`config.mk`:
```
export PLATFORM = sky130hd
export DESIGN_NAME = sipo_deserializer_flat
export DESIGN_NICKNAME = d
export VERILOG_FILES = /design/src/rtl/sipo_deserializer_if.sv /design/src/rtl/sipo_deserializer.sv /design/src/flat_wrapper.sv
export SDC_FILE = /design/constraint.sdc
export NUM_CORES = 1
export LEC_CHECK = 0
export ABC_AREA = 1
export CELL_PAD_IN_SITES_DETAIL_PLACEMENT = 1
export CELL_PAD_IN_SITES_GLOBAL_PLACEMENT = 1
export CORE_MARGIN = 4
export CORE_UTILIZATION = 28
export DETAILED_ROUTE_END_ITERATION = 7
export HOLD_SLACK_MARGIN = 0.05
export PLACE_DENSITY = 0.7
export SLEW_MARGIN = 20
export SYNTH_ARGS = -nofsm -noshare
export SYNTH_HDL_FRONTEND = slang
export SYNTH_SLANG_ARGS = --single-unit
```
`constraint.sdc`:
```
create_clock -name clk -period 1 [get_ports clk]
set_input_delay 0.2 -clock clk [delete_from_list [all_inputs] [get_ports clk]]
set_output_delay 0.2 -clock clk [all_outputs]
set_load 0.01 [all_outputs]
```
`src/rtl/sipo_deserializer_if.sv`:
```
// Bus bundle for the SIPO deserializer: serial input side, parallel output
// handshake and status. master = the side driving the serial stream and
// consuming words; slave = the deserializer itself.
interface sipo_deserializer_if #(
  parameter int unsigned WIDTH = 4
) ();

  localparam int unsigned CW = $clog2(WIDTH);

  logic             sin;
  logic             sin_valid;
  logic             sync;
  logic [WIDTH-1:0] dout;
  logic             dout_valid;
  logic             dout_ready;
  logic [CW-1:0]    bit_cnt;
  logic             busy;
  logic             overflow;

  modport master (
    output sin, sin_valid, sync, dout_ready,
    input  dout, dout_valid, bit_cnt, busy, overflow
  );

  modport slave (
    input  sin, sin_valid, sync, dout_ready,
    output dout, dout_valid, bit_cnt, busy, overflow
  );

endinterface

```
`src/rtl/sipo_deserializer.sv`:
```
// Serial-in, parallel-out deserializer with a one-word holding register,
// valid/ready output handshake, sync realignment and a sticky overflow flag.
module sipo_deserializer #(
  parameter int unsigned WIDTH     = 4,
  parameter bit          MSB_FIRST = 1'b1
) (
  input logic                clk,
  input logic                rst,
  sipo_deserializer_if.slave bus
);

  localparam int unsigned CW = $clog2(WIDTH);
  localparam logic [CW-1:0] CntLast = CW'(WIDTH - 1);

  logic [WIDTH-1:0] shreg_q, shreg_d;
  logic [CW-1:0]    cnt_q, cnt_d;
  logic [WIDTH-1:0] dout_q, dout_d;
  logic             dout_valid_q, dout_valid_d;
  logic             overflow_q, overflow_d;

  logic [WIDTH-1:0] shifted;
  logic [WIDTH-1:0] first_bit;
  logic             complete;

  // Shift candidate and the lone-first-bit pattern used when sync restarts a word
  always_comb begin
    shifted   = '0;
    first_bit = '0;
    if (MSB_FIRST) begin
      shifted      = {shreg_q[WIDTH-2:0], bus.sin};
      first_bit[0] = bus.sin;
    end else begin
      shifted            = {bus.sin, shreg_q[WIDTH-1:1]};
      first_bit[WIDTH-1] = bus.sin;
    end
  end

  // sync on the would-be final bit cancels the completion
  assign complete = bus.sin_valid && (cnt_q == CntLast) && !bus.sync;

  // Next state for the shift register and bit counter
  always_comb begin
    shreg_d = shreg_q;
    cnt_d   = cnt_q;
    if (bus.sync) begin
      shreg_d = bus.sin_valid ? first_bit : '0;
      cnt_d   = bus.sin_valid ? CW'(1) : '0;
    end else if (bus.sin_valid) begin
      shreg_d = shifted;
      cnt_d   = complete ? '0 : cnt_q + CW'(1);
    end
  end

  // Next state for the holding register and overflow flag
  always_comb begin
    dout_d       = dout_q;
    dout_valid_d = dout_valid_q;
    overflow_d   = overflow_q;
    if (complete) begin
      if (!dout_valid_q || bus.dout_ready) begin
        dout_d       = shifted;
        dout_valid_d = 1'b1;
      end else begin
        // Holding register stalled: drop the new word, keep the old one
        overflow_d = 1'b1;
      end
    end else if (dout_valid_q && bus.dout_ready) begin
      dout_valid_d = 1'b0;
    end
  end

  // State registers with synchronous reset
  always_ff @(posedge clk) begin
    if (rst) begin
      shreg_q      <= '0;
      cnt_q        <= '0;
      dout_q       <= '0;
      dout_valid_q <= 1'b0;
      overflow_q   <= 1'b0;
    end else begin
      shreg_q      <= shreg_d;
      cnt_q        <= cnt_d;
      dout_q       <= dout_d;
      dout_valid_q <= dout_valid_d;
      overflow_q   <= overflow_d;
    end
  end

  assign bus.dout       = dout_q;
  assign bus.dout_valid = dout_valid_q;
  assign bus.bit_cnt    = cnt_q;
  assign bus.busy       = (cnt_q != '0);
  assign bus.overflow   = overflow_q;

endmodule

```
`src/flat_wrapper.sv`:
```
// flat-port wrapper written by rule: the top's interface ports become plain ports
module sipo_deserializer_flat 
#(
  parameter int unsigned WIDTH     = 4,
  parameter bit          MSB_FIRST = 1'b1
)
  (clk, rst, bus_sin, bus_sin_valid, bus_sync, bus_dout_ready, bus_dout, bus_dout_valid, bus_bit_cnt, bus_busy, bus_overflow);
  sipo_deserializer_if #(.WIDTH(WIDTH)) bus_i ();
  input logic clk;
  input logic rst;
  input wire logic [$bits(bus_i.sin)-1:0] bus_sin;
  input wire logic [$bits(bus_i.sin_valid)-1:0] bus_sin_valid;
  input wire logic [$bits(bus_i.sync)-1:0] bus_sync;
  input wire logic [$bits(bus_i.dout_ready)-1:0] bus_dout_ready;
  output wire logic [$bits(bus_i.dout)-1:0] bus_dout;
  output wire logic [$bits(bus_i.dout_valid)-1:0] bus_dout_valid;
  output wire logic [$bits(bus_i.bit_cnt)-1:0] bus_bit_cnt;
  output wire logic [$bits(bus_i.busy)-1:0] bus_busy;
  output wire logic [$bits(bus_i.overflow)-1:0] bus_overflow;
  assign bus_i.sin = bus_sin;
  assign bus_i.sin_valid = bus_sin_valid;
  assign bus_i.sync = bus_sync;
  assign bus_i.dout_ready = bus_dout_ready;
  assign bus_dout = bus_i.dout;
  assign bus_dout_valid = bus_i.dout_valid;
  assign bus_bit_cnt = bus_i.bit_cnt;
  assign bus_busy = bus_i.busy;
  assign bus_overflow = bus_i.overflow;
  sipo_deserializer #(.WIDTH(WIDTH), .MSB_FIRST(MSB_FIRST)) u_core (.clk(clk), .rst(rst), .bus(bus_i));
endmodule
```
* After elaboration in Yosys (flattened, before gate mapping)
Index checks and enable logic that the tools add are counted.
** Storage, ports and cells
- Bits in registers :: 11
- Input port bits :: 6
- Output and inout bits :: 9
** Cells by class
- Add/subtract/negate cells :: 1
- Equal/unequal tests :: 2
- Muxes and demuxes :: 10
- Bitwise logic cells :: 1
- Reductions and logical operators :: 12
** Operator list (count)
- 2-bit two-way mux :: 3
- 3-bit two-way mux :: 2
- 2-bit AND reduction :: 3
- 2-bit nonzero test :: 3
- 1-bit two-way mux :: 5
- 1-bit logical AND :: 3
- 2-bit by 1-bit adder with 2-bit output (second input constant) :: 1
- 2-bit equality test (second input constant) :: 1
- 1-bit zero test :: 2
- 2-bit != test (second input constant) :: 1
- 1-bit logical OR :: 1
- 1-bit inverter :: 1

* Longest topological paths before layout
- Word-level depth :: 6
- Mapped depth :: 6
- Gate-level depth less buffers :: 6

* Least setup slack after synthesis
Ideal clock, no wire load.
- Path kind :: register to register
- Start point :: register u_core.cnt_q[0], in the netlist u_core.bus.bit_cnt[0]
- End point :: register u_core.dout_q[0], in the netlist u_core.bus.dout[0]
- Arrival time :: 0.972 ns
- Data required time :: 0.887 ns
- Slack :: -0.085 ns
- Cell stages (with the launch flop) :: 7
- Cells stage by stage :: dfxtp_1 -> ha_1 -> nand2_2 -> nor2_4 -> nand3_1 -> nand2_1 -> nor2_1
** Between the ends
- Word-level cells in the longest chain between the ends :: 4
** RTL lines
- from (decl) :: line sipo_deserializer.sv:16 : logic [CW-1:0] cnt_q, cnt_d;
- from (signal assigned) :: line sipo_deserializer.sv:82 : cnt_q <= cnt_d;
- 2-bit equality test :: line sipo_deserializer.sv:39 : assign complete = bus.sin_valid && (cnt_q == CntLast) && !bus.sync;
- 1-bit logical AND (2 in series) :: line sipo_deserializer.sv:39
- 2-bit AND reduction (no source line)
- to (signal assigned) :: line sipo_deserializer.sv:83 : dout_q <= dout_d;
- to (decl) :: line sipo_deserializer.sv:17 : logic [WIDTH-1:0] dout_q, dout_d;
No other way between the ends.
A chain may end at the register's enable or synchronous reset.

* Final worst setup path
- Start point :: register u_core.cnt_q[1], in the netlist u_core.bus.bit_cnt[1]
- End point :: output bus_busy
** Between the ends
- Word-level cells in the longest chain between the ends :: 1
** RTL lines
- 2-bit nonzero test :: line sipo_deserializer.sv:92 : assign bus.busy = (cnt_q != '0);
- to (decl) :: line flat_wrapper.sv:18 : output wire logic [$bits(bus_i.busy)-1:0] bus_busy;
No other way between the ends.

==> run metrics <==
initial antenna violation count 0; P per Cell Area 1120 nW/µm²; Min-Delay Endpoint u_core.bus.bit_cnt[0]; most frequent cells in the layout 11 x nand2_1, 10 x nor2_1, 8 x buf_4, 8 x dfxtp_1; IO Port Bufs 14; endpoints failing hold 0; Period minus WS final around 1.1 ns; drt total wl around 1400 µm; highest metal used met4; nets roughly 100; reg-to-reg startpoint u_core.bus.bit_cnt[0]; drt drc 0; WL met1 about 600 µm; crit path DAT between 0.9 and 1 ns; Syn Nets 75; Compound-Gate Fraction of Synth Area under 10%; CTS Buf Count 3; antenna viol nets, final 0; final worst-path cycle share 114%; Mapped Cells 67; largest family of logic cells by synthesized area simple AND/OR/NAND/NOR gates; die area ~2600 µm²; Syn Area/Cell 7.58 µm²; area added between synthesis and finish 55.9%; RSZ-0062 raised after global routing true; dpl cell area around 740 µm²; Seq cells post-synth 11; CP Launch Point u_core.bus.bit_cnt[1]; Root Driver clkbuf_4; cell leakage power between 0.3 and 0.4 nW; die width around 51 µm; CTS tree yes; clk sink count 11; H-tree Lvls 1; clock-pin slew on the worst setup and hold paths around 0.07 ns; overall routing resource usage 11.9%; antenna diode count 0; Max Freq between 0.8 and 0.9 GHz; Synth Area in Adders 4.93%; Worst Hold Class primary input to register; Starting Density slightly below 30%; Synth warnings 0; Max-slew headroom 78.9%; worst skew pair latency between 0.2 and 0.3 ns; hold-critical path depth 3; worst flop-to-flop path endpoint u_core.bus.dout[3]; Max Transition Viols Final 0; Synth Area in Simple Gates 33.5%; Max VDD drop about 0.62 mV; Total Power a little under 0.0009 W; Initial DRC Count 5; design area 792 µm²; core area roughly 1700 µm²; DR WL met3 approximately 43 µm; worst slack on hold paths 0.404 ns; share of layout cells above drive strength 1 approximately 43%; worst reg2reg path depth 7; Setup crit end kind output pin; first-pass GRT wire length ~2300 µm; Final setup violation count 8; failing checks negative setup slack; worst path required time about 0.8 ns; Reg2Reg Setup Slack -0.12 ns; run status finished, violations left; largest net degree at the start of global routing 7; routability cong. approximately 0.76; CP Class register to output pin; vias in the first global route approximately 530; Setup crit start kind register; Max Cap Viol 0; XOR/XNOR share of the synthesized area 0%; Die Ht ~51 µm; routed vias/inst about 4.4; setup TNS -0.739 ns; sequential element share of the synthesized area between 40% and 50%; DPL Wire Length between 1000 and 1500 µm; total iterations of the first detailed-routing run 2; grt ovf 0; I/O pins 15; HP Start bus_sin_valid; site row count 15; Worst Tran Pin Value 0.316 ns; Cell Area, Synth around 510 µm²; post-synthesis mux area share 0%; setup ws final -0.141 ns; clk buf depth 2; Synth cell types 14; routed vias between 500 and 600; post-route clock skew roughly 0.0038 ns; post-DR wirelength/cell 11.7 µm; Met2 Routed Length a little over 700 µm; crit-path max FO 2; commonest non-fill, non-tap cell in the layout nand2_1
## how the worst max path moves through the flow
stage,to,slack (ns),cells after the start
detailed placement,u_core.bus.bit_cnt[1],-0.37,5
CTS,bus_busy,-0.14,4
global placement,u_core.bus.dout[3],-0.32,6
global route,bus_busy,-0.18,4
finish,bus_busy,-0.14,4
floorplan,u_core.bus.dout[0],0.04,6
## cells in the mapped netlist
library cell | number | area, µm²
buf_6 | 1 | 11.3
a21oi_1 | 7 | 35.0
nor2_4 | 2 | 22.5
nand3_4 | 1 | 17.5
inv_1 | 10 | 37.5
nor2_1 | 10 | 37.5
nor2_2 | 1 | 6.26
dfxtp_1 | 11 | 220
inv_2 | 1 | 3.75
o21ai_0 | 1 | 5.00
nand2_2 | 1 | 6.26
nand3_1 | 7 | 35.0
ha_1 | 2 | 25.0
nand2_1 | 12 | 45.0
## state kept, by name, summed over array words and instances, names as in the netlist
register / cells
u_core.bus.overflow: 1
u_core.bus.dout_valid: 1
u_core.shreg_q: 3
u_core.bus.dout: 4
u_core.bus.bit_cnt: 2
## timing repair
action / 4_1_cts / 5_1_grt
setup endpoints to repair: 19 / 11
buffers inserted: 1 / 1
hold buffers: 0 / 0
gates resized for setup: 47 / 8
pin swaps: 1 / 0
## through the flow
stage / setup slack [ns] / std cells / utilization, %
floorplan: 0.0374 / 67 / -
global placement: -0.315 / 112 / 42.6
detailed placement: -0.365 / 112 / 42.6
CTS: -0.145 / 117 / 44.1
global route: -0.183 / 118 / 45.9
finish: -0.141 / 118 / 45.9
## metal layers
metal  GRT usage [%]  vias up
met5               0        -
met4            8.07        0
met3            2.08        5
met2            21.1       11
met1            12.6      249
li1                -      259
## where the power goes
group	internal [W]	switching, W
clock network	0.000155	0.000152
registers	0.000445	0.00000522
logic	0.0000673	0.0000657
## kinds of logic after synthesis
logic type,after synthesis
flops,11
fa+ha+maj,2
simple gates,34
compound gates,8
buf+inv,12
## area by class of cell
cell class,instances,area (µm²)
flip-flops and latches,11,224
repair buffers,23,186
inverters,11,41.3
fillers,222,935
clock buffers,4,26.3
well taps,25,31.3
multi-input cells,44,283
## critical path, stage by stage, from the launching register on
cell     delay, ns
dfxtp_2       0.34
inv_2         0.05
ha_4          0.15
inv_2         0.04
buf_6         0.09
Note: power is estimated with default switching activity, not from simulation.
